===== src/rtl/dram_ctrl.sv =====
// Single-request DRAM pin sequencer (ACT/RD/WR/PRE); closed-page by default, open-page with DRAM_CTRL_OPEN_PAGE_EN.
// Latency: T_RCD+read/T_WR (+T_RP closed-page) cycles; req_ready only in IDLE, one request outstanding.
module dram_ctrl #(
    parameter int ROW_W   = 11,
    parameter int COL_W   = 10,
    parameter int T_RCD   = 5,
    parameter int T_RP    = 5,
    parameter int T_WR    = 5,
    parameter int T_RD_TO = 15
) (
    input  logic                   dram_clk,
    input  logic                   dram_rstn,
    input  logic                   req_valid,
    output logic                   req_ready,
    input  logic [ROW_W+COL_W-1:0] req_addr,
    input  logic [3:0]             req_wstrb,
    input  logic [31:0]            req_wdata,
    output logic                   rsp_valid,
    output logic [31:0]            rsp_rdata,
    output logic                   rsp_err,
    output logic                   DRAM_CSn,
    output logic                   DRAM_RASn,
    output logic                   DRAM_CASn,
    output logic [3:0]             DRAM_WEn,
    output logic [ROW_W-1:0]       DRAM_A,
    output logic [31:0]            DRAM_D,
    input  logic [31:0]            DRAM_Q,
    input  logic                   DRAM_VALID
);

    localparam int AW    = ROW_W + COL_W;
    localparam int T_M1  = (T_RCD > T_RP) ? T_RCD : T_RP;
    localparam int T_M2  = (T_WR > T_RD_TO) ? T_WR : T_RD_TO;
    localparam int T_MAX = (T_M1 > T_M2) ? T_M1 : T_M2;
    localparam int TW    = $clog2(T_MAX + 1);
`ifdef DRAM_CTRL_OPEN_PAGE_EN
    localparam bit OPEN_PAGE = 1'b1;
`else
    localparam bit OPEN_PAGE = 1'b0;
`endif

    typedef enum logic [3:0] {
        S_INIT, S_IDLE, S_ACT, S_WAIT_RCD, S_RD, S_WAIT_RD,
        S_WR, S_WAIT_WR, S_PRE, S_WAIT_RP
    } state_t;

    state_t             r_state;
    state_t             w_nxt;
    logic [TW-1:0]      r_tmr;
    logic               w_tmr_ld;
    logic [TW-1:0]      w_tmr_val;
    logic [AW-1:0]      r_addr;
    logic [3:0]         r_wstrb;
    logic [31:0]        r_wdata;
    logic               r_row_open;
    logic [ROW_W-1:0]   r_open_row;
    logic               r_err_pend;
    logic               r_csn, r_rasn, r_casn;
    logic [3:0]         r_wen;
    logic [ROW_W-1:0]   r_a;
    logic [31:0]        r_d;
    logic               r_req_ready, r_rsp_valid, r_rsp_err;
    logic [31:0]        r_rsp_rdata;

    logic               w_acc;
    logic [AW-1:0]      w_addr;
    logic [3:0]         w_wstrb;
    logic [31:0]        w_wdata;
    logic [ROW_W-1:0]   w_row;
    logic [COL_W-1:0]   w_col;
    state_t             w_col_cmd;
    state_t             w_after_acc;
    state_t             w_after_pre;
    logic               w_tmr_end;
    logic               w_tmo;
    logic               w_fin;

    // Commands issued from IDLE must use the request as presented, before it is latched.
    assign w_acc       = (r_state == S_IDLE) && req_valid;
    assign w_addr      = w_acc ? req_addr  : r_addr;
    assign w_wstrb     = w_acc ? req_wstrb : r_wstrb;
    assign w_wdata     = w_acc ? req_wdata : r_wdata;
    assign w_row       = w_addr[AW-1:COL_W];
    assign w_col       = w_addr[COL_W-1:0];
    assign w_col_cmd   = (|w_wstrb) ? S_WR : S_RD;
    assign w_after_acc = OPEN_PAGE ? S_IDLE : S_PRE;
    assign w_after_pre = OPEN_PAGE ? S_ACT  : S_IDLE;
    assign w_tmr_end   = (r_tmr <= TW'(1));
    assign w_tmo       = (r_state == S_WAIT_RD) && !DRAM_VALID && w_tmr_end;
    assign w_fin       = (w_nxt == S_IDLE) && (r_state != S_IDLE) && (r_state != S_INIT);

    always_comb begin
        w_nxt     = r_state;
        w_tmr_ld  = 1'b0;
        w_tmr_val = '0;
        case (r_state)
            S_INIT: w_nxt = S_IDLE;
            S_IDLE: begin
                if (req_valid) begin
                    if (r_row_open && (r_open_row == w_row)) w_nxt = w_col_cmd;
                    else if (r_row_open)                     w_nxt = S_PRE;
                    else                                     w_nxt = S_ACT;
                end
            end
            S_ACT: begin
                if (T_RCD > 1) begin
                    w_nxt     = S_WAIT_RCD;
                    w_tmr_ld  = 1'b1;
                    w_tmr_val = TW'(T_RCD - 1);
                end else begin
                    w_nxt = w_col_cmd;
                end
            end
            S_WAIT_RCD: if (w_tmr_end) w_nxt = w_col_cmd;
            S_RD: begin
                w_nxt     = S_WAIT_RD;
                w_tmr_ld  = 1'b1;
                w_tmr_val = TW'(T_RD_TO - 1);
            end
            S_WAIT_RD: if (DRAM_VALID || w_tmr_end) w_nxt = w_after_acc;
            S_WR: begin
                if (T_WR > 1) begin
                    w_nxt     = S_WAIT_WR;
                    w_tmr_ld  = 1'b1;
                    w_tmr_val = TW'(T_WR - 1);
                end else begin
                    w_nxt = w_after_acc;
                end
            end
            S_WAIT_WR: if (w_tmr_end) w_nxt = w_after_acc;
            S_PRE: begin
                if (T_RP > 1) begin
                    w_nxt     = S_WAIT_RP;
                    w_tmr_ld  = 1'b1;
                    w_tmr_val = TW'(T_RP - 1);
                end else begin
                    w_nxt = w_after_pre;
                end
            end
            S_WAIT_RP: if (w_tmr_end) w_nxt = w_after_pre;
            default: w_nxt = S_INIT;
        endcase
    end

    always_ff @(posedge dram_clk or negedge dram_rstn) begin
        if (!dram_rstn) begin
            r_state     <= S_INIT;
            r_tmr       <= '0;
            r_addr      <= '0;
            r_wstrb     <= '0;
            r_wdata     <= '0;
            r_row_open  <= 1'b0;
            r_open_row  <= '0;
            r_err_pend  <= 1'b0;
            r_csn       <= 1'b1;
            r_rasn      <= 1'b1;
            r_casn      <= 1'b1;
            r_wen       <= 4'hF;
            r_a         <= '0;
            r_d         <= '0;
            r_req_ready <= 1'b0;
            r_rsp_valid <= 1'b0;
            r_rsp_rdata <= '0;
            r_rsp_err   <= 1'b0;
        end else begin
            r_state <= w_nxt;
            if (w_tmr_ld)               r_tmr <= w_tmr_val;
            else if (r_tmr != '0)       r_tmr <= r_tmr - TW'(1);
            if (w_acc) begin
                r_addr     <= req_addr;
                r_wstrb    <= req_wstrb;
                r_wdata    <= req_wdata;
                r_err_pend <= 1'b0;
            end
            if ((r_state == S_WAIT_RD) && (DRAM_VALID || w_tmr_end)) begin
                r_err_pend <= w_tmo;
                if (DRAM_VALID) r_rsp_rdata <= DRAM_Q;
            end
            // Pins are registered from the next state so each command spans exactly its state cycle.
            r_csn  <= 1'b1;
            r_rasn <= 1'b1;
            r_casn <= 1'b1;
            r_wen  <= 4'hF;
            if (w_nxt != r_state) begin
                case (w_nxt)
                    S_ACT: begin
                        r_csn      <= 1'b0;
                        r_rasn     <= 1'b0;
                        r_a        <= w_row;
                        r_row_open <= 1'b1;
                        r_open_row <= w_row;
                    end
                    S_RD: begin
                        r_csn  <= 1'b0;
                        r_casn <= 1'b0;
                        r_a    <= {{(ROW_W-COL_W){1'b0}}, w_col};
                    end
                    S_WR: begin
                        r_csn  <= 1'b0;
                        r_casn <= 1'b0;
                        r_wen  <= ~w_wstrb;
                        r_a    <= {{(ROW_W-COL_W){1'b0}}, w_col};
                        r_d    <= w_wdata;
                    end
                    S_PRE: begin
                        r_csn      <= 1'b0;
                        r_rasn     <= 1'b0;
                        r_wen      <= 4'h0;
                        r_row_open <= 1'b0;
                    end
                    default: ;
                endcase
            end
            r_req_ready <= (w_nxt == S_IDLE);
            r_rsp_valid <= w_fin;
            r_rsp_err   <= w_fin && ((r_state == S_WAIT_RD) ? w_tmo : r_err_pend);
        end
    end

    assign req_ready = r_req_ready;
    assign rsp_valid = r_rsp_valid;
    assign rsp_rdata = r_rsp_rdata;
    assign rsp_err   = r_rsp_err;
    assign DRAM_CSn  = r_csn;
    assign DRAM_RASn = r_rasn;
    assign DRAM_CASn = r_casn;
    assign DRAM_WEn  = r_wen;
    assign DRAM_A    = r_a;
    assign DRAM_D    = r_d;

endmodule


===== config.mk =====
export PLATFORM = sky130hd
export DESIGN_NAME = dram_ctrl
export DESIGN_NICKNAME = d
export VERILOG_FILES = /design/src/rtl/dram_ctrl.sv
export SDC_FILE = /design/constraint.sdc
export NUM_CORES = 1
export LEC_CHECK = 0
export CORE_MARGIN = 3
export CORE_UTILIZATION = 53
export DETAILED_ROUTE_END_ITERATION = 8
export PLACE_DENSITY_LB_ADDON = 0.2
export SLEW_MARGIN = 20
export SYNTH_ARGS = -nofsm -noshare
export SYNTH_HDL_FRONTEND = slang
export SYNTH_SLANG_ARGS = --single-unit

===== constraint.sdc =====
create_clock -name dram_clk -period 6.2 [get_ports dram_clk]
set_input_delay 1.24 -clock dram_clk [delete_from_list [all_inputs] [get_ports dram_clk]]
set_output_delay 1.24 -clock dram_clk [all_outputs]
set_load 0.01 [all_outputs]

==> results.py <==
metrics = {
    "outcome": {
        "outcome": "completed",
    },
    "worst_setup_path": {
        "end_kind": "flop",
        "slowest_delay_ns": 0.59,
        "slowest_stage": "nand3b_4",
        "critPathKind": "in2reg",
        "r2r_start": "r_state[2]",
        "cp.required_ns": 6.49,
        "arrival_ns": 5.05,
        "worstPathMaxFanout": 32,
        "startpoint_type": "primary input",
        "reg2regPathDepth": 7,
        "ff2ff_setup_slack_ns": 2.17,
        "crit_chain": "clkdlybuf4s50_1 -> or4b_4 -> nor2_4 -> mux2_2 -> xor2_1 -> o41ai_4 -> nand3b_4 -> mux2_4",
        "reg2reg_to": "DRAM_D[6]",
    },
    "power_and_ir_drop": {
        "internal_power_uw": 3132,
        "p_sw_frac": 0.3243,
        "power.leakage_uw": 0.004580,
        "seqPwrFrac": 0.391,
        "power_density_nw_per_um2": 494.7,
        "combPwrFrac": 0.383,
        "power_frac_clock": 0.226,
        "vdd_ir_drop_max_mv": 0.2708,
        "switchingPower_uw": 1503,
    },
    "logic_synthesis": {
        "yosys-top-cells-count": "nand2_1 (200), dfrtp_1 (156), mux2_2 (40)",
        "synth-simple-area-share": 0.1638,
        "synth_top_area_share": 0.5671,
        "syn-cell-area_um2": 6884,
        "async_flop_share": 1.000,
        "synth_edf_count": 0,
        "synth-seq-cells": 163,
        "synth_nets": 704,
        "synth_fa_ha_area_frac": 0.005453,
        "synthMuxAreaShare": 0.1407,
        "ys_seq_area_frac": 0.5938,
        "synthTopCellsByArea": "dfrtp_1 (57%), nand2_1 (11%), mux2_2 (6.5%)",
        "yosys.area_share.xor_xnor": 0.01399,
        "synth.avg_cell_area_um2": 11.32,
        "postSynthCellCount": 608,
        "synth_flop_cell": "dfrtp_1",
        "synth_top_family_by_area": "simple AND/OR/NAND/NOR gates",
        "synth_compound_area_frac": 0.05471,
        "ys_warn_count": 0,
        "synth.most_common_cell": "nand2_1",
        "ys_types": 56,
        "yosysTopAreaCell": "dfrtp_1",
    },
    "floorplanning": {
        "rows": 41,
        "start_util": 0.5433,
        "design.portCount": 178,
        "core_um2": 12670,
        "die_y_um": 120.0,
        "dieArea_um2": 14390,
        "die_w_um": 120.0,
    },
    "global_route": {
        "grt_util_all_layers": 0.2322,
        "grt_pass1_vias": 5214,
        "grt_pass1_wl_um": 26290,
        "grt_max_degree": 118,
        "grt-ovfl-total": 0,
        "antenna_found_initial": 0,
    },
    "clock_tree": {
        "clock_latency_ns": 0.41,
        "cts_resized": 0,
        "clk_pin_slew_ns": 0.06,
        "postCtsSetupBuffers": 0,
        "htreeDepth": 4,
        "cts_buffer_depth": 2,
        "root_buffer": "clkbuf_16",
        "clkSinkCount": 163,
        "ctsHoldBuffers": 0,
        "cts_made_buffers": 17,
        "cts_tree": "done",
    },
    "timing": {
        "slew_headroom": 0.3825,
        "setup_tns_ns": 0,
        "fmax_ghz": 0.2101,
        "final_hold_viol_count": 0,
        "period_needed_ns": 4.760,
        "rsz0062_at_grt": "false",
        "finClkSkew_ns": 0.007068,
        "post-route-period-util": 0.7677,
        "drv_slew": 0,
        "setup_viol": 0,
        "worst_pin_slew_ns": 0.9262,
    },
    "layout": {
        "nNetsFinal": 878,
        "multi_input_area_um2": 2609,
        "fillers": 874,
        "drive_gt1_frac": 0.1522,
        "n_antenna_cell": 0,
        "area_growth_pct": 36.11,
        "utilization": 0.7395,
        "seq_area_um2": 4088,
    },
    "place": {
        "io_buffers": 177,
        "dp_hpwl_um": 11350,
        "gp_congestion": 0.8436,
    },
    "min_path": {
        "min_to": "r_wdata[22]",
        "holdCritStartpoint": "r_wdata[22]",
        "hold_class": "reg2reg",
        "hold_depth": 2,
    },
    "detailed_routing": {
        "vias_per_cell": 5.184,
        "firstDrtPassIters": 4,
        "ant_nets": 0,
        "dr_total_vias": 5013,
        "drc_errors": 0,
        "first_iter_violations": 339,
        "wl_per_cell_um": 16.76,
        "routed_wl_um": 16200,
    },
    "flow_run": {
        "drv_cap": 0,
    },
}
state kept, by name (all words and copies together), names as in the netlist, 4 cells and up:
signal	flops
DRAM_A	11
DRAM_D	32
DRAM_WEn	4
r_addr	21
r_open_row	11
r_state	4
r_tmr	4
r_wdata	32
r_wstrb	4
rsp_rdata	32
layer usage:
metal | global-route usage | wire length (µm) | share of wire
met5 | 0 | 0 | 0
met4 | 0.09664 | 448 | 0.028
met3 | 0.06550 | 1126 | 0.069
met2 | 0.3720 | 7813 | 0.48
met1 | 0.2988 | 6816 | 0.42
how the worst max path moves through the flow:
stage,from,cells after the start,to
final,req_valid,8,DRAM_D[6]
after global routing,req_valid,8,DRAM_D[15]
after CTS,req_valid,8,DRAM_D[17]
after detailed placement,req_valid,8,DRAM_D[17]
after global placement,req_valid,8,DRAM_D[21]
after floorplan,req_valid,8,DRAM_D[10]
per-stage QoR:
step	instances	cell area, µm²	hold slack, ns	setup slack (ns)	power (µW)
CTS	967	9368	0.4727	1.433	4673
global route	967	9370	0.4902	1.280	4931
finish	967	9370	0.4762	1.440	4635
floorplan	608	6884	0.4344	2.628	2794
detailed placement	935	8771	0.4573	1.043	3601
global placement	935	8768	0.4491	1.105	3517
placed cells by master (no fill, tap or decap), drive strengths merged, types with 4 or more instances in the layout:
master | synthesis | final
inv | 15 | 15
buf | 9 | 4
nor4 | 4 | 4
clkdlybuf4s50 | 0 | 176
nand3 | 5 | 5
a21boi | 5 | 5
mux2 | 76 | 76
nand2 | 201 | 201
clkinv | 0 | 4
nor2 | 11 | 11
clkbuf | 17 | 24
dfrtp | 156 | 156
xnor2 | 8 | 8
nor3 | 8 | 8
nand2b | 8 | 8
dfstp | 7 | 7
o22ai | 4 | 4
o21ai | 18 | 18
a21oi | 11 | 11
final cells by class:
| type | instances | share of cell area |
|---|---|---|
| Clock buffer | 23 | 0.04994 |
| Timing Repair Buffer | 181 | 0.1927 |
| Multi-Input combinational cell | 404 | 0.2784 |
| Sequential cell | 163 | 0.4362 |
| Clock inverter | 9 | 0.01375 |
| Tap cell | 172 | 0.02297 |
| Inverter | 15 | 0.006009 |
power groups by stage:
| stage | clock, µW | sequential [µW] | combinational [µW] |
|---|---|---|---|
| 5_1_grt | 1110 | 1870 | 1950 |
| 3_5_place_dp | 0 | 1820 | 1780 |
| 3_3_place_gp | 0 | 1800 | 1720 |
| 2_1_floorplan | 0 | 1860 | 937 |
| 4_1_cts | 1060 | 1810 | 1790 |
| 6_report | 1050 | 1810 | 1780 |
critical path, delay by kind of cell:
family          cells  cell delay [ns]
mux                 2             0.92
compound gates      1             0.54
xor+xnor            1             0.18
simple gates        3             1.64
buf+inv             1             0.51
cells by family (layout without fill, tap and decap cells):
group	after synthesis	in the layout
muxes	76	76
xor gates and xnor gates	11	11
adders and majority gates	3	3
DFF	163	163
buffers and inverters	41	228
AOI/OAI and AO/OA	55	55
and+or+nand+nor	259	259
No activity file was read; power rests on OpenSTA's default activity.
